[src/rtl/astrocade_pkg.sv]
// Shared Astrocade core definitions: upload FSM state encoding and fill constants.
package astrocade_pkg;

    typedef enum logic [1:0] {
        ST_IDLE,
        ST_ISSUE,
        ST_LATENCY,
        ST_PRESENT
    } upl_state_e;

    localparam logic [7:0] ZERO_FILL_BYTE = 8'h00;

endpackage

[src/rtl/ioctl_uploader.sv]
// Serves HPS ioctl upload reads from a cart/BIOS memory region, one byte per request,
// stalling the HPS with ioctl_wait until the byte is captured.
module ioctl_uploader
    import astrocade_pkg::*;
#(
    parameter int ADDR_W   = 13,
    parameter int READ_LAT = 1
) (
    input  logic              clk_sys,
    input  logic              reset,
    input  logic              ioctl_upload,
    input  logic              ioctl_rd,
    input  logic [24:0]       ioctl_addr,
    output logic [7:0]        ioctl_din,
    output logic              ioctl_wait,
    input  logic [ADDR_W:0]   region_size,
    output logic [ADDR_W-1:0] mem_addr,
    output logic              mem_rd,
    input  logic [7:0]        mem_q,
    output logic [ADDR_W:0]   byte_count,
    output logic              overrun,
    output logic              done
);

    localparam int CMP_W = (ADDR_W + 1 > 25) ? ADDR_W + 1 : 25;
    localparam logic [1:0]      LAT_INIT = 2'(READ_LAT - 1);
    localparam logic [ADDR_W:0] CNT_MAX  = {1'b1, {ADDR_W{1'b0}}};

    upl_state_e        state_q, state_d;
    logic              upl_q;
    logic              zf_q, zf_d;
    logic [1:0]        lat_q, lat_d;
    logic [7:0]        din_q, din_d;
    logic              wait_q, wait_d;
    logic              mem_rd_q, mem_rd_d;
    logic [ADDR_W-1:0] mem_addr_q, mem_addr_d;
    logic [ADDR_W:0]   cnt_q, cnt_d;
    logic              ovr_q, ovr_d;
    logic              done_q, done_d;
    logic              out_of_range;
    logic              upl_rise;

    // Upper address bits beyond the region are part of the compare, so they zero-fill too.
    assign out_of_range = (CMP_W'(ioctl_addr) >= CMP_W'(region_size));
    assign upl_rise     = ioctl_upload && !upl_q;

    always_comb begin
        state_d    = state_q;
        zf_d       = zf_q;
        lat_d      = lat_q;
        din_d      = din_q;
        wait_d     = wait_q;
        mem_rd_d   = 1'b0;
        mem_addr_d = mem_addr_q;
        cnt_d      = cnt_q;
        ovr_d      = ovr_q;
        done_d     = 1'b0;

        if (upl_rise) begin
            cnt_d = '0;
            ovr_d = 1'b0;
        end

        if (!ioctl_upload) begin
            state_d = ST_IDLE;
            wait_d  = 1'b0;
            done_d  = upl_q;
        end else begin
            if (ioctl_rd && (state_q != ST_IDLE)) begin
                ovr_d = 1'b1;
            end
            case (state_q)
                ST_IDLE: begin
                    if (ioctl_rd) begin
                        mem_addr_d = ioctl_addr[ADDR_W-1:0];
                        zf_d       = out_of_range;
                        mem_rd_d   = !out_of_range;
                        wait_d     = 1'b1;
                        state_d    = ST_ISSUE;
                    end
                end
                ST_ISSUE: begin
                    lat_d   = LAT_INIT;
                    state_d = ST_LATENCY;
                end
                ST_LATENCY: begin
                    if (lat_q == 2'd0) begin
                        din_d   = zf_q ? ZERO_FILL_BYTE : mem_q;
                        state_d = ST_PRESENT;
                    end else begin
                        lat_d = lat_q - 2'd1;
                    end
                end
                ST_PRESENT: begin
                    wait_d  = 1'b0;
                    if (cnt_q != CNT_MAX) begin
                        cnt_d = cnt_q + 1'b1;
                    end
                    state_d = ST_IDLE;
                end
                default: state_d = ST_IDLE;
            endcase
        end
    end

    always_ff @(posedge clk_sys or posedge reset) begin
        if (reset) begin
            state_q    <= ST_IDLE;
            upl_q      <= 1'b0;
            zf_q       <= 1'b0;
            lat_q      <= '0;
            din_q      <= ZERO_FILL_BYTE;
            wait_q     <= 1'b0;
            mem_rd_q   <= 1'b0;
            mem_addr_q <= '0;
            cnt_q      <= '0;
            ovr_q      <= 1'b0;
            done_q     <= 1'b0;
        end else begin
            state_q    <= state_d;
            upl_q      <= ioctl_upload;
            zf_q       <= zf_d;
            lat_q      <= lat_d;
            din_q      <= din_d;
            wait_q     <= wait_d;
            mem_rd_q   <= mem_rd_d;
            mem_addr_q <= mem_addr_d;
            cnt_q      <= cnt_d;
            ovr_q      <= ovr_d;
            done_q     <= done_d;
        end
    end

    assign ioctl_din  = din_q;
    assign ioctl_wait = wait_q;
    assign mem_rd     = mem_rd_q;
    assign mem_addr   = mem_addr_q;
    assign byte_count = cnt_q;
    assign overrun    = ovr_q;
    assign done       = done_q;

endmodule

[config.mk]
export PLATFORM = sky130hd
export DESIGN_NAME = ioctl_uploader
export DESIGN_NICKNAME = d
export VERILOG_FILES = /design/src/rtl/astrocade_pkg.sv /design/src/rtl/ioctl_uploader.sv
export SDC_FILE = /design/constraint.sdc
export NUM_CORES = 1
export LEC_CHECK = 0
export ABC_AREA = 1
export BUFFER_PORTS_ARGS = -buffer_cell sky130_fd_sc_hd__buf_2
export CAP_MARGIN = 25
export CORE_MARGIN = 5
export CORE_UTILIZATION = 55
export CTS_BUF_LIST = sky130_fd_sc_hd__clkbuf_16
export CTS_CLUSTER_DIAMETER = 30
export DETAILED_ROUTE_END_ITERATION = 8
export GPL_ROUTABILITY_DRIVEN = 0
export GPL_TIMING_DRIVEN = 0
export PLACE_DENSITY = 0.94
export SLEW_MARGIN = 10
export SYNTH_ARGS = -nofsm -noshare
export SYNTH_HDL_FRONTEND = slang
export SYNTH_SLANG_ARGS = --single-unit
[constraint.sdc]
create_clock -name clk_sys -period 3.5 [get_ports clk_sys]
set_input_delay 0.7 -clock clk_sys [delete_from_list [all_inputs] [get_ports clk_sys]]
set_output_delay 0.7 -clock clk_sys [all_outputs]
set_load 0.01 [all_outputs]
; Yosys cells after proc, flatten, opt, wreduce, memory -nomap -nowiden
; Cells that the tools add are included.
[op_classes]
eq_ne = 8
add_sub_neg = 2
n_mul = 0
div = 0
reduce_logical = 13
shifts = 0
bitwise_logic = 0
n_lt_le_gt_ge = 1
n_mux = 21
[op_table]
columns = op, n
row1 = $mux W14, 4
row2 = $ge A25 B14 Y1, 1
row3 = $add A14 B1 Y14 const B, 1
row4 = $ne A14 B14 Y1 const B, 1
row5 = $mux W1, 9
row6 = $reduce_and A3 Y1, 3
row7 = $mux W2, 4
row8 = $mux W8, 1
row9 = $pmux W2 S4, 1
row10 = $ne A3 B3 Y1 const B, 2
row11 = $eq A2 B2 Y1 const B, 2
row12 = $logic_not A2 Y1, 2
row13 = $pmux W2 S2, 1
row14 = $reduce_and A2 Y1, 2
row15 = $reduce_bool A2 Y1, 2
row16 = $ne A3 B1 Y1 const B, 1
row17 = $eq A2 B1 Y1 const B, 1
row18 = $logic_and A1 B1 Y1, 2
row19 = $logic_not A1 Y1, 2
row20 = $ne A2 B2 Y1 const B, 1
row21 = $pmux W1 S2, 1
row22 = $sub A2 B1 Y2 const B, 1
[totals]
ramBits = 0
inputBits = 51
regBits = 45
memories = 0
elab_cells = 56
latchBits = 0
out_inout_bits = 39
rom_bits = 0

; Depth between registers and ports, before layout
[depth]
depth_word = 6
mapped_depth = 12
depth_no_buf = 12

; Least setup slack after synthesis
; OpenSTA, ideal clock, no wires.
[synth_path]
kind = input port to flip-flop
startpoint = in region_size[8]
endpoint = reg mem_rd_q, in the netlist mem_rd
required_ns = 3.375
setup_ns = 0.125
path_buffers = 0
arrival_ns = 1.547
path_slack_ns = 1.828
cell_stages = 9
path_cell_list = inv_1 ha_1 nand2_1 nor2_1 nand3b_1 nand3_1 nand2_1 nand2_1 a21oi_1
[synth_via]
elab_chain_cells = 5
[synth_lines]
columns = item, line_no
row1 = "start, declared", ioctl_uploader.sv:16  ; input logic [ADDR_W:0] region_size,
row2 = $ge A25 B14 Y1, ioctl_uploader.sv:44  ; assign out_of_range = (CMP_W'(ioctl_addr) >= CMP_W'(region_size));
row3 = $logic_not A1 Y1, ioctl_uploader.sv:77  ; mem_rd_d = !out_of_range;
row4 = $mux W1, ioctl_uploader.sv:74  ; if (ioctl_rd) begin
row5 = $mux W1, ioctl_uploader.sv:72  ; case (state_q)
row6 = $mux W1, ioctl_uploader.sv:64  ; if (!ioctl_upload) begin
row7 = net mem_rd_d, ioctl_uploader.sv:35  ; logic mem_rd_q, mem_rd_d;
row8 = "end signal, assigned", ioctl_uploader.sv:126  ; mem_rd_q <= mem_rd_d;
row9 = "end, declared", ioctl_uploader.sv:35
; The timed path passes the listed nets, and every way through them passes these cells.
; A chain may end at the register's enable or synchronous reset.

; Final worst setup path
[layout_path]
startpoint = in ioctl_addr[4]
endpoint = reg zf_q
[layout_via]
elab_chain_cells = 1
[layout_lines]
columns = item, line_no
row1 = "start, declared", ioctl_uploader.sv:13  ; input logic [24:0] ioctl_addr,
row2 = $ge A25 B14 Y1, ioctl_uploader.sv:44
row3 = "end signal, assigned", ioctl_uploader.sv:122  ; zf_q <= zf_d;
row4 = "end, declared", ioctl_uploader.sv:31  ; logic zf_q, zf_d;
; Every way passes these cells.

==> impl_metrics.yaml <==
floorplan:
  start_util_pct: 56.3
  fp.dieArea_mm2: 0.00674
  die_h_um: 82.1
  num_rows: 26
  core_mm2: 0.00507
  dieWidth_um: 82.1
  num_io_pins: 90
sta:
  fin_setup_tns_ps: 0
  skew_ps: 5.07
  worst_slew_pin_slew_ps: 420
  min_period_over_period_pct: 46.9
  worst_slack_ps: 1860
  fmax_ghz: 0.609
  rsz0062_at_grt: "no"
  slew_violations: 0
  hold_violations: 0
  setup_violations: 0
  slew_headroom_pct: 71.8
  fin_crit_ps: 1640
detailed_routing:
  vias_per_cell: 5.07
  dr.pass1.iters: 4
  ant_nets: 0
  drc_errors: 0
  drt-initial-drc-count: 102
  wl_per_cell_um: 12.4
  drt-total-wl_um: 7050
  vias: 2882
setup_path:
  ff2ff_path_depth: 8
  cp_common_cell: "nand2_1"
  end_kind: "register"
  critPathMaxFanout: 3
  cp-start-kind: "input pin"
  worstPathCellList: "buf_2 -> ha_1 -> a21oi_1 -> nand2_1 -> nand2_1 -> nand3_1 -> nand2_1 -> nand3_1 -> nand2_1 -> nand2_1"
  worstPathArrival_ps: 1820
  crit_family: "simple AND/OR/NAND/NOR gates"
  r2r_start: "state_q[0]$_DFFE_PP0P_"
  reg2reg_slack_ps: 1910
  worst-setup-path-type: "in -> reg"
  r2r-end: "mem_addr[5]$_DFFE_PP0P_"
  worst_path_max_delay_cell: "ha_1"
  cp_data_required_time_ps: 3680
  path_buf_inv: 1
  slowest_delay_ps: 330
hold_path:
  min_path_type: "in -> async"
clocking:
  cts_tree: "done"
  path_clk_slew_ps: 60
  cts_buffers: 5
  cts_num_sinks: 45
  hold_buffers: 0
  insertion_delay_ps: 280
  cts_root_buf: "clkbuf_16"
  post_cts_resize_count: 0
  h-tree-depth: 2
  cts_buffer_depth: 2
  postCtsSetupBuffers: 0
cells_and_area:
  areaGrowthSynthToFinish_pct: 24.2
  layout-drive-gt1-share_pct: 24.6
  diodes: 0
  nets: 570
  multi_input_area_mm2: 0.00144
  utilization_pct: 70.0
  fill_cells: 422
  seq_area_mm2: 0.00113
grt:
  grt_antenna_before_repair: 0
  grt_usage_pct: 22.8
  grt_pass1_vias: 2907
  grt_max_degree: 29
  gr-total-overflow: 0
  grt_pass1_wl_um: 12000
synthesis:
  synthArstFlopShare_pct: 100
  synth.area.top_cells: "dfrtp_1 (39%), nand2_1 (16%), ha_1 (9.2%)"
  synth_fp_nets: 473
  synthDistinctLibCells: 27
  yosys_warnings: 0
  yosysTopAreaCell: "dfrtp_1"
  synth_cells: 401
  syn_avg_cell_area_um2: 7.13
  synth_top_area_share_pct: 39.4
  synth-seq-cells: 45
  synth-edff-count: 0
  yosysSeqAreaShare_pct: 39.4
  syn-cell-area_mm2: 0.00286
  ys.flop_type: "dfrtp_1"
pwr:
  p_int_mw: 1.16
  combPwrFrac_pct: 34.8
  power_leakage_nw: 2.02
  power_mw: 1.82
  power.share.clock_pct: 24.7
  p_sw_share_pct: 36.1
  seqPwrFrac_pct: 40.5
  p_sw_mw: 0.655
  power_density_mw_per_mm2: 511
  ir_drop_uv: 289
flow_run:
  cap_viol_max_count: 0
place:
  place_ws_ps: 1560
  io_buffers: 89
  dpl.hpwl_um: 5610
outcome:
  status: "finished clean"
final cells by class:
class | instances | share of cell area (%)
clock buffer | 5 | 3.52
tap | 70 | 2.47
sequential | 45 | 31.7
multi-input combinational | 281 | 40.4
inverter | 68 | 7.19
timing repair buffer | 90 | 13.1
clock inverter | 3 | 0.423
buffer | 7 | 1.20
registers in the layout (all words and copies together) (netlist names):
name,count
byte_count,14
done,1
ioctl_din,8
ioctl_wait,1
lat_q,2
mem_addr,13
mem_rd,1
overrun,1
state_q,2
upl_q,1
zf_q,1
how the worst max path moves through the flow:
| stage | start | end | slack, ps | cells after the start |
|---|---|---|---|---|
| 2_1_floorplan | reset | byte_count[0]$_DFF_PP0_ | 1740 | 1 |
| 3_3_place_gp | reset | mem_addr[7]$_DFFE_PP0P_ | 1170 | 2 |
| 6_report | ioctl_addr[4] | zf_q$_DFFE_PP0P_ | 1860 | 10 |
| 4_1_cts | ioctl_addr[4] | zf_q$_DFFE_PP0P_ | 1860 | 10 |
| 5_1_grt | ioctl_addr[12] | zf_q$_DFFE_PP0P_ | 1710 | 12 |
| 3_5_place_dp | ioctl_addr[4] | zf_q$_DFFE_PP0P_ | 1560 | 10 |
metrics by stage:
| step | hold WS, ps | instances | cell area, um2 |
|---|---|---|---|
| global route | 439 | 569 | 3550 |
| finish | 406 | 569 | 3550 |
| floorplan | 449 | 401 | 2860 |
| detailed placement | 454 | 561 | 3410 |
| CTS | 420 | 569 | 3550 |
| global placement | 452 | 560 | 3390 |
per-layer routing:
metal  track usage [%]  share of wire [%]  vias to the layer above
met3              3.69                6.8                       17
met2              41.7                 52                      109
li1                  -                  -                     1464
met5                 0                  0                        -
met4              11.3                2.4                        0
met1              25.5                 38                     1292
synth_stat cells (2+ instances only):
master / number
nand3_1: 33
o22ai_1: 2
a21oi_1: 11
nor2_1: 29
nand4_1: 7
o21ai_1: 12
ha_1: 21
nor3_1: 14
nand2_4: 2
nand2_2: 2
nor2_2: 3
nand2_1: 124
dfrtp_1: 45
nor2_4: 3
inv_1: 58
buf_2: 4
o21ai_0: 13
inv_2: 9
cells by family after synthesis:
family	after synthesis	synth area share, %
DFF	45	39.4
and+or+nand+nor	220	33.7
buffers and inverters	75	10.4
xor gates and xnor gates	1	0.306
AOI/OAI and AO/OA	39	7.00
adders and majority gates	21	9.19
worst reg2reg max path: stages (launching register included):
cell	delay, ps
dfrtp_1	400
inv_1	140
ha_1	180
inv_1	80
nor2_2	250
inv_2	110
buf_2	200
nand2_1	80
nand2_1	50
placed cells by master (no fill, tap or decap), drive strengths merged:
| master | count |
|---|---|
| nor4 | 1 |
| a21oi | 11 |
| xor2 | 1 |
| nand4 | 7 |
| nand3 | 33 |
| nand2 | 128 |
| clkbuf | 6 |
| inv | 69 |
| buf | 96 |
| nor3 | 14 |
| o22ai | 2 |
| clkinvlp | 1 |
| dfrtp | 45 |
| o21ai | 25 |
| nand3b | 1 |
| clkinv | 1 |
| nor2 | 35 |
| o31ai | 1 |
| or2 | 1 |
| ha | 21 |
power groups by stage:
| stage | clock network (mW) | logic, mW | registers [mW] |
|---|---|---|---|
| 2_1_floorplan | 0 | 0.328 | 0.798 |
| 3_3_place_gp | 0 | 0.610 | 0.739 |
| 3_5_place_dp | 0 | 0.639 | 0.744 |
| 4_1_cts | 0.459 | 0.641 | 0.737 |
| 5_1_grt | 0.483 | 0.719 | 0.759 |
| 6_report | 0.449 | 0.632 | 0.735 |
No activity file was read; power rests on OpenSTA's default activity.
